==> src/rtl/uart_tx_frame.sv <==
// UART transmitter: start bit, LSB-first payload, optional even/odd parity,
// one or two stop bits. Frames can run back-to-back with no idle gap.
module uart_tx_frame #(
  parameter int DATA_WIDTH   = 8,
  parameter int CLKS_PER_BIT = 1
) (
  input  logic                  clk,
  input  logic                  rst,
  input  logic [DATA_WIDTH-1:0] p_data,
  input  logic                  data_valid,
  input  logic                  par_en,
  input  logic                  par_typ,
  input  logic                  stop2,
  output logic                  tx_out,
  output logic                  busy,
  output logic                  tx_done
);

  localparam int PW = (CLKS_PER_BIT > 1) ? $clog2(CLKS_PER_BIT) : 1;
  localparam int BW = (DATA_WIDTH > 1) ? $clog2(DATA_WIDTH) : 1;
  localparam logic [PW-1:0] PRE_LAST = PW'(CLKS_PER_BIT - 1);
  localparam logic [BW-1:0] BIT_LAST = BW'(DATA_WIDTH - 1);

  typedef enum logic [2:0] {
    IDLE   = 3'd0,
    START  = 3'd1,
    DATA   = 3'd2,
    PARITY = 3'd3,
    STOP   = 3'd4
  } state_t;

  state_t                r_state;
  state_t                w_nextState;
  logic [PW-1:0]         r_prescale;
  logic [BW-1:0]         r_bitCnt;
  logic                  r_stopCnt;
  logic [DATA_WIDTH-1:0] r_data;
  logic                  r_parEn;
  logic                  r_parTyp;
  logic                  r_stop2;

  logic w_bitTick;
  logic w_lastBit;
  logic w_lastStop;
  logic w_accept;

  assign w_bitTick  = (r_prescale == PRE_LAST);
  assign w_lastBit  = (r_bitCnt == BIT_LAST);
  assign w_lastStop = (r_state == STOP) && w_bitTick && (r_stopCnt == r_stop2);
  assign w_accept   = data_valid && ((r_state == IDLE) || w_lastStop);

  // State register; reset abandons any frame in flight.
  always_ff @(posedge clk or negedge rst) begin
    if (!rst) begin
      r_state <= IDLE;
    end else begin
      r_state <= w_nextState;
    end
  end

  // Next-state logic; unknown encodings fall back to IDLE.
  always_comb begin
    w_nextState = r_state;
    case (r_state)
      IDLE:    if (data_valid) w_nextState = START;
      START:   if (w_bitTick) w_nextState = DATA;
      DATA:    if (w_bitTick && w_lastBit) w_nextState = r_parEn ? PARITY : STOP;
      PARITY:  if (w_bitTick) w_nextState = STOP;
      STOP:    if (w_lastStop) w_nextState = data_valid ? START : IDLE;
      default: w_nextState = IDLE;
    endcase
  end

  // Prescale, bit and stop counters plus the per-frame holding registers.
  always_ff @(posedge clk or negedge rst) begin
    if (!rst) begin
      r_prescale <= '0;
      r_bitCnt   <= '0;
      r_stopCnt  <= 1'b0;
      r_data     <= '0;
      r_parEn    <= 1'b0;
      r_parTyp   <= 1'b0;
      r_stop2    <= 1'b0;
    end else begin
      if (w_accept) begin
        r_data   <= p_data;
        r_parEn  <= par_en;
        r_parTyp <= par_typ;
        r_stop2  <= stop2;
      end
      if ((r_state == IDLE) || w_bitTick) begin
        r_prescale <= '0;
      end else begin
        r_prescale <= r_prescale + PW'(1);
      end
      if ((r_state == DATA) && w_bitTick) begin
        r_bitCnt <= w_lastBit ? '0 : r_bitCnt + BW'(1);
      end
      if ((r_state == STOP) && w_bitTick) begin
        r_stopCnt <= w_lastStop ? 1'b0 : 1'b1;
      end
    end
  end

  // Output decode from registered state and counters only.
  always_comb begin
    tx_out  = 1'b1;
    busy    = 1'b1;
    tx_done = w_lastStop;
    case (r_state)
      IDLE:    busy = 1'b0;
      START:   tx_out = 1'b0;
      DATA:    tx_out = r_data[r_bitCnt];
      PARITY:  tx_out = (^r_data) ^ r_parTyp;
      STOP:    tx_out = 1'b1;
      default: begin
        tx_out = 1'b1;
        busy   = 1'b0;
      end
    endcase
  end

endmodule
==> config.mk <==
export PLATFORM = sky130hd
export DESIGN_NAME = uart_tx_frame
export DESIGN_NICKNAME = d
export VERILOG_FILES = /design/src/rtl/uart_tx_frame.sv
export SDC_FILE = /design/constraint.sdc
export NUM_CORES = 1
export LEC_CHECK = 0
export CORE_ASPECT_RATIO = 0.8
export CORE_MARGIN = 2
export CORE_UTILIZATION = 33
export DETAILED_ROUTE_END_ITERATION = 12
export SLEW_MARGIN = 25
export SYNTH_ARGS = -nofsm -noshare
export SYNTH_HDL_FRONTEND = slang
export SYNTH_SLANG_ARGS = --single-unit
==> constraint.sdc <==
create_clock -name clk -period 2.07 [get_ports clk]
set_input_delay 0.414 -clock clk [delete_from_list [all_inputs] [get_ports clk]]
set_output_delay 0.414 -clock clk [all_outputs]
set_load 0.05 [all_outputs]
==> results.json, run 1 <==
{
  "run_status": "finished, violations left",
  "violations": "negative setup slack",
  "timing.clock.skew_ps": 2.01,
  "clock_sinks": 19,
  "sequential_fraction_of_the_synthesis_area": 0.424,
  "achievable-frequency_mhz": 472,
  "ys.warnings.count": 0,
  "power.density_mw_per_mm2": 1900,
  "final_hold_viol_count": 0,
  "worst_ir_drop_vdd_mv": 1.70,
  "iteration_0_drc_markers": 0,
  "path_max_fanout": 3,
  "clkLatencyLatePin_ps": 250,
  "synth-simple-area-share": 0.103,
  "synth-seq-cells": 19,
  "grt_start_max_net_pins": 20,
  "yosysUniqueCellTypes": 33,
  "timing.final.setup_violations": 1,
  "via_count_of_the_first_global_routing_pass": 695,
  "detailedPlacementHpwl_um": 1420,
  "yosys.area_share.xor_xnor": 0.0825,
  "viasPerCell": 4.77,
  "mostFrequentLayoutCell": "sky130_fd_sc_hd__dfrtp_1",
  "wire_length_of_the_first_global_routing_pass_um": 3250,
  "buffer_cell_driving_the_clock_tree_root": "sky130_fd_sc_hd__clkbuf_8",
  "pre_cts_ws_ps": 95.0,
  "htreeDepth": 1,
  "setup_repair_after_global_routing_missed_its_margin": "yes",
  "cts.reportedPaths.clkPinSlew_ps": 70,
  "core_area_sq_mm": 0.00318,
  "fp-row-count": 18,
  "drt_drc_violations_left": 0,
  "worst_setup_path_start_kind": "register",
  "cts-buffers-inserted": 3,
  "fraction_of_layout_cells_with_a_size_suffix_above_1": 0.352,
  "postRouteAntennaNets": 0,
  "cap_violations": 0,
  "postCtsHoldBufs": 0,
  "placed_cells_incl_taps": 139,
  "final_cell_mix": "sky130_fd_sc_hd__dfrtp_1, sky130_fd_sc_hd__clkdlybuf4s50_1, sky130_fd_sc_hd__mux2_4",
  "routed_wl_um": 1870,
  "grt.total_usage": 0.108,
  "die_x_um": 69.2,
  "finalWorstPathRequiredPeriod_ps": 2120,
  "clockBufferDepth": 2,
  "synth_enable_flop_cells": 0,
  "layout_worst_path_cycle_share": 1.02,
  "synthesis.area_sq_mm": 0.00112,
  "initial_utilization": 0.353,
  "cts_tree": "done",
  "io_buf_count": 16,
  "drt-wirelength-per-cell_um": 12.9,
  "async_reset_ff_frac": 1.00,
  "yosys.area_share.adder": 0.0223,
  "timing.final.max_slew_violations": 0,
  "layout-area-overhead-vs-synth_pct": 25.3,
  "finalWeightedCongestion": 0.816,
  "postLayoutSetupSlackWorst_ps": -50.5,
  "synth.net_count": 99,
  "ys_dominant_reg_cell": "sky130_fd_sc_hd__dfrtp_1",
  "die_outline_height_um": 56.2,
  "hold_class": "input pin to async pin",
  "final_instance_count_excl_fillers": 145,
  "antenna_found_initial": 0,
  "insertedDiodeCount": 0,
  "cp-end-kind": "output pin",
  "global_route.overflow_total": 0,
  "die_area_sq_mm": 0.00389,
  "critPathArrivalTime_ps": 1710,
  "synth_compound_gate_area_share": 0.0881,
  "power_leakage_nw": 0.617,
  "nNetsFinal": 122,
  "synth.area.mux_share": 0.226,
  "dominant_combinational_cell_family_by_area_after_synthesis": "multiplexers",
  "drtPass1Iterations": 1,
  "pin_count": 17,
  "syn_area_per_cell_sq_um": 13.5,
  "cp_data_required_time_ps": 1660,
  "timing_worst_setup_path_type": "register to output pin",
  "routed-via-count": 691,
  "syn-instance-count": 83
}
[worst paths after layout]
kind,from,to,slack (ps),cells past startpoint
worst min-delay path,rst,r_prescale,490,2
max in group asynchronous,rst,r_bitCnt[1],1360,2
worst max-delay path,r_data[2],tx_out,-50,5
min in group clk,r_stopCnt,r_stopCnt,500,1
worst min register to register,r_stopCnt,r_stopCnt,500,1
worst max register to register,r_bitCnt[1],r_state[1],200,7
[sequential cells by signal, indices dropped and copies added, names as in the netlist]
name	cells
r_stop2	1
r_stopCnt	1
r_prescale	1
r_state	3
r_parEn	1
r_parTyp	1
r_bitCnt	3
r_data	8
[final cells by class]
cell class / count / area [sq um]
Fill cell: 288 / 1770
Timing Repair Buffer: 22 / 226
Multi-Input combinational cell: 58 / 601
Sequential cell: 19 / 477
Tap cell: 40 / 50.0
Clock buffer: 4 / 45.0
Inverter: 2 / 7.51
[what timing repair did]
action,CTS,global route
setup buffers,2,0
endpoints found under the setup margin,1,1
gates resized for setup,3,1
pin swaps,4,1
[layer usage]
metal | GRT usage | routed length (um) | part of all wire
met4 | 0.0672 | 51 | 0.027
met1 | 0.139 | 885 | 0.47
met3 | 0.0181 | 56 | 0.030
met5 | 0 | 0 | 0
met2 | 0.169 | 881 | 0.47
[per-stage QoR]
| stage | hold slack [ps] | total power, mW | cell area, sq um | TNS [ps] | util |
|---|---|---|---|---|---|
| 6_report | 491 | 2.67 | 1410 | -50.5 | 0.443 |
| 5_1_grt | 518 | 2.86 | 1410 | -147 | 0.443 |
| 4_1_cts | 501 | 2.69 | 1410 | -86.6 | 0.442 |
| 3_5_place_dp | 488 | 2.34 | 1340 | 0 | 0.422 |
| 3_3_place_gp | 485 | 2.31 | 1340 | 0 | 0.422 |
| 2_1_floorplan | 118 | 2.02 | 1130 | -15.1 | - |
[critical path, stage by stage, from the launching register on]
cell and delay (ps):
sky130_fd_sc_hd__dfrtp_1 410, sky130_fd_sc_hd__xnor2_1 170, sky130_fd_sc_hd__xnor3_1 450, sky130_fd_sc_hd__nor3b_2 190, sky130_fd_sc_hd__a211oi_2 70, sky130_fd_sc_hd__buf_6 160
[logic make-up after synthesis]
family | after synthesis
xor+xnor | 9
simple gates | 19
compound gates | 10
other cells | 1
flops | 19
fa+ha+maj | 2
mux | 17
buf+inv | 6
[synthesized netlist by cell type, types with 2 or more instances]
master	instances	area, sq um
sky130_fd_sc_hd__nor2_1	5	18.8
sky130_fd_sc_hd__mux2_2	4	45.0
sky130_fd_sc_hd__buf_6	2	22.5
sky130_fd_sc_hd__xnor2_1	6	52.6
sky130_fd_sc_hd__nand2_1	2	7.51
sky130_fd_sc_hd__clkbuf_8	2	27.5
sky130_fd_sc_hd__dfrtp_1	19	475
sky130_fd_sc_hd__mux2_4	10	150
sky130_fd_sc_hd__nor3_1	3	15.0
sky130_fd_sc_hd__nand2b_1	2	12.5
sky130_fd_sc_hd__a22o_1	2	17.5
sky130_fd_sc_hd__inv_1	2	7.51
sky130_fd_sc_hd__ha_1	2	25.0
sky130_fd_sc_hd__nor2b_1	2	12.5
sky130_fd_sc_hd__xor2_1	2	17.5
[report_power, final]
part,internal (mW),switching [mW]
registers,0.556,0.222
logic,0.918,0.717
clock network,0.137,0.118
total,1.61,1.06
Power figures use the tool's default switching activity.
==> run 2: changes to the inputs <==
- CORE_MARGIN: 2 -> default
- clock period: 2.07 -> 2.5 ns (I/O delays scaled with it)
==> results.json, run 2 (synthesized netlist as in run 1, its figures left out) <==
{
  "multi_input_comb_area_sq_um": 594,
  "finalWeightedCongestion": 0.831,
  "placed_area_sq_mm": 0.00130,
  "die_outline_height_um": 54.2,
  "clock_sinks": 19,
  "largest_register_ff_count": 8,
  "setup_repair_after_global_routing_missed_its_margin": "no",
  "layout.area.seq_sq_um": 475,
  "viasPerCell": 4.84,
  "final_cell_mix": "sky130_fd_sc_hd__dfrtp_1, sky130_fd_sc_hd__clkdlybuf4s50_1, sky130_fd_sc_hd__mux2_4",
  "drt-wirelength-per-cell_um": 12.9,
  "layout-area-overhead-vs-synth_pct": 19.8,
  "clockBufferDepth": 2,
  "iteration_0_drc_markers": 44,
  "power_leakage_nw": 0.592,
  "io_buf_count": 16,
  "worst_setup_path_start_kind": "register",
  "final.fill_count": 307,
  "cts-buffers-inserted": 3,
  "cp-end-kind": "output pin",
  "detailedPlacementHpwl_um": 1390,
  "timing_worst_setup_path_type": "register to output pin",
  "timing.final.max_slew_violations": 0,
  "post_cts_resize_count": 0,
  "initial_utilization": 0.356,
  "worst_ir_drop_vdd_mv": 0.596,
  "run_status": "finished, final reports clean",
  "cts_tree": "done",
  "tns_ps": 0,
  "routed-via-count": 678,
  "largestRegisters": "r_data (8), r_bitCnt (3), r_state (3)",
  "fp-row-count": 18,
  "critPathArrivalTime_ps": 1810,
  "largest_register": "r_data",
  "grt.total_usage": 0.116,
  "core_area_sq_mm": 0.00315,
  "layout_worst_path_cycle_share": 0.925,
  "path_max_fanout": 3,
  "achievable-frequency_mhz": 432,
  "htreeDepth": 1,
  "fraction_of_layout_cells_with_a_size_suffix_above_1": 0.280,
  "routed_wl_um": 1810,
  "drtPass1Iterations": 3,
  "global_route.overflow_total": 0,
  "postRouteAntennaNets": 0,
  "cts.reportedPaths.clkPinSlew_ps": 70,
  "power.density_mw_per_mm2": 1600,
  "final_hold_viol_count": 0,
  "clkLatencyLatePin_ps": 260,
  "wire_length_of_the_first_global_routing_pass_um": 2990,
  "cp_data_required_time_ps": 2000,
  "cap_violations": 0,
  "via_count_of_the_first_global_routing_pass": 622,
  "mostFrequentLayoutCell": "sky130_fd_sc_hd__dfrtp_1",
  "timing.clock.skew_ps": 6.40,
  "drt_drc_violations_left": 0,
  "antenna_found_initial": 0,
  "finalWorstPathRequiredPeriod_ps": 2310,
  "die_area_sq_mm": 0.00364,
  "timing.final.setup_violations": 0,
  "die_x_um": 67.2,
  "grt_start_max_net_pins": 20,
  "insertedDiodeCount": 0,
  "stdcell_area_sq_mm": 0.00135,
  "pin_count": 17,
  "hold_class": "register to register",
  "postCtsSetupRepairBufs": 0,
  "nNetsFinal": 117,
  "buffer_cell_driving_the_clock_tree_root": "sky130_fd_sc_hd__clkbuf_8",
  "postCtsHoldBufs": 0
}
-- run 2: cell count changes in the layout (fill, tap and decap cells not counted), sizes merged --
cell	before	now
buf	9	4
-- run 2: power by group --
group / internal (mW) / switching [mW] / total (mW)
sequential: 0.458 / 0.209 / 0.667
combinational: 0.718 / 0.548 / 1.27
clock: 0.113 / 0.0997 / 0.213
-- run 2: final timing paths --
check,start,to,slack [ps],cells after the start
worst min register to register,r_stopCnt,r_stopCnt,500,1
worst max-delay path,r_data[5],tx_out,190,5
max in group asynchronous,rst,r_data[2],1730,2
worst min-delay path,r_stopCnt,r_stopCnt,500,1
min in group asynchronous,rst,r_bitCnt[1],570,2
worst max register to register,r_bitCnt[0],r_state[1],740,6
-- run 2: cell type report --
type,instances,area share
clock buffers,4,0.0335
inverters,2,0.00558
multi-input cells,58,0.442
flip-flops and latches,19,0.353
well taps,40,0.0372
repair buffers,17,0.128
-- run 2: stage by stage --
stage	utilization	setup WS [ps]	total power, mW	hold WS [ps]	cells
2_1_floorplan	-	195	1.67	204	83
3_3_place_gp	0.412	474	1.92	485	136
3_5_place_dp	0.412	452	1.95	494	136
4_1_cts	0.427	161	2.17	505	140
5_1_grt	0.427	40.3	2.29	537	140
6_report	0.427	187	2.15	501	140
-- run 2: per-layer routing --
metal / track usage / up-vias / part of all wire
met1: 0.167 / 329 / 0.52
met3: 0.0381 / 3 / 0.036
met4: 0.0319 / 0 / 0.0088
met5: 0 / - / 0
li1: - / 335 / -
met2: 0.163 / 11 / 0.44
-- run 2: critical path: stages, from the launching register on --
cell and delay, ps:
sky130_fd_sc_hd__dfrtp_1 410, sky130_fd_sc_hd__xnor2_1 150, sky130_fd_sc_hd__xnor3_1 450, sky130_fd_sc_hd__nor3b_1 270, sky130_fd_sc_hd__a211oi_2 100, sky130_fd_sc_hd__buf_12 160
==> run 3: changes to the inputs <==
- HOLD_SLACK_MARGIN: default -> 0.02
==> results of run 3 <==
No change in the layout: final DEF, timing and power equal those of run 2.
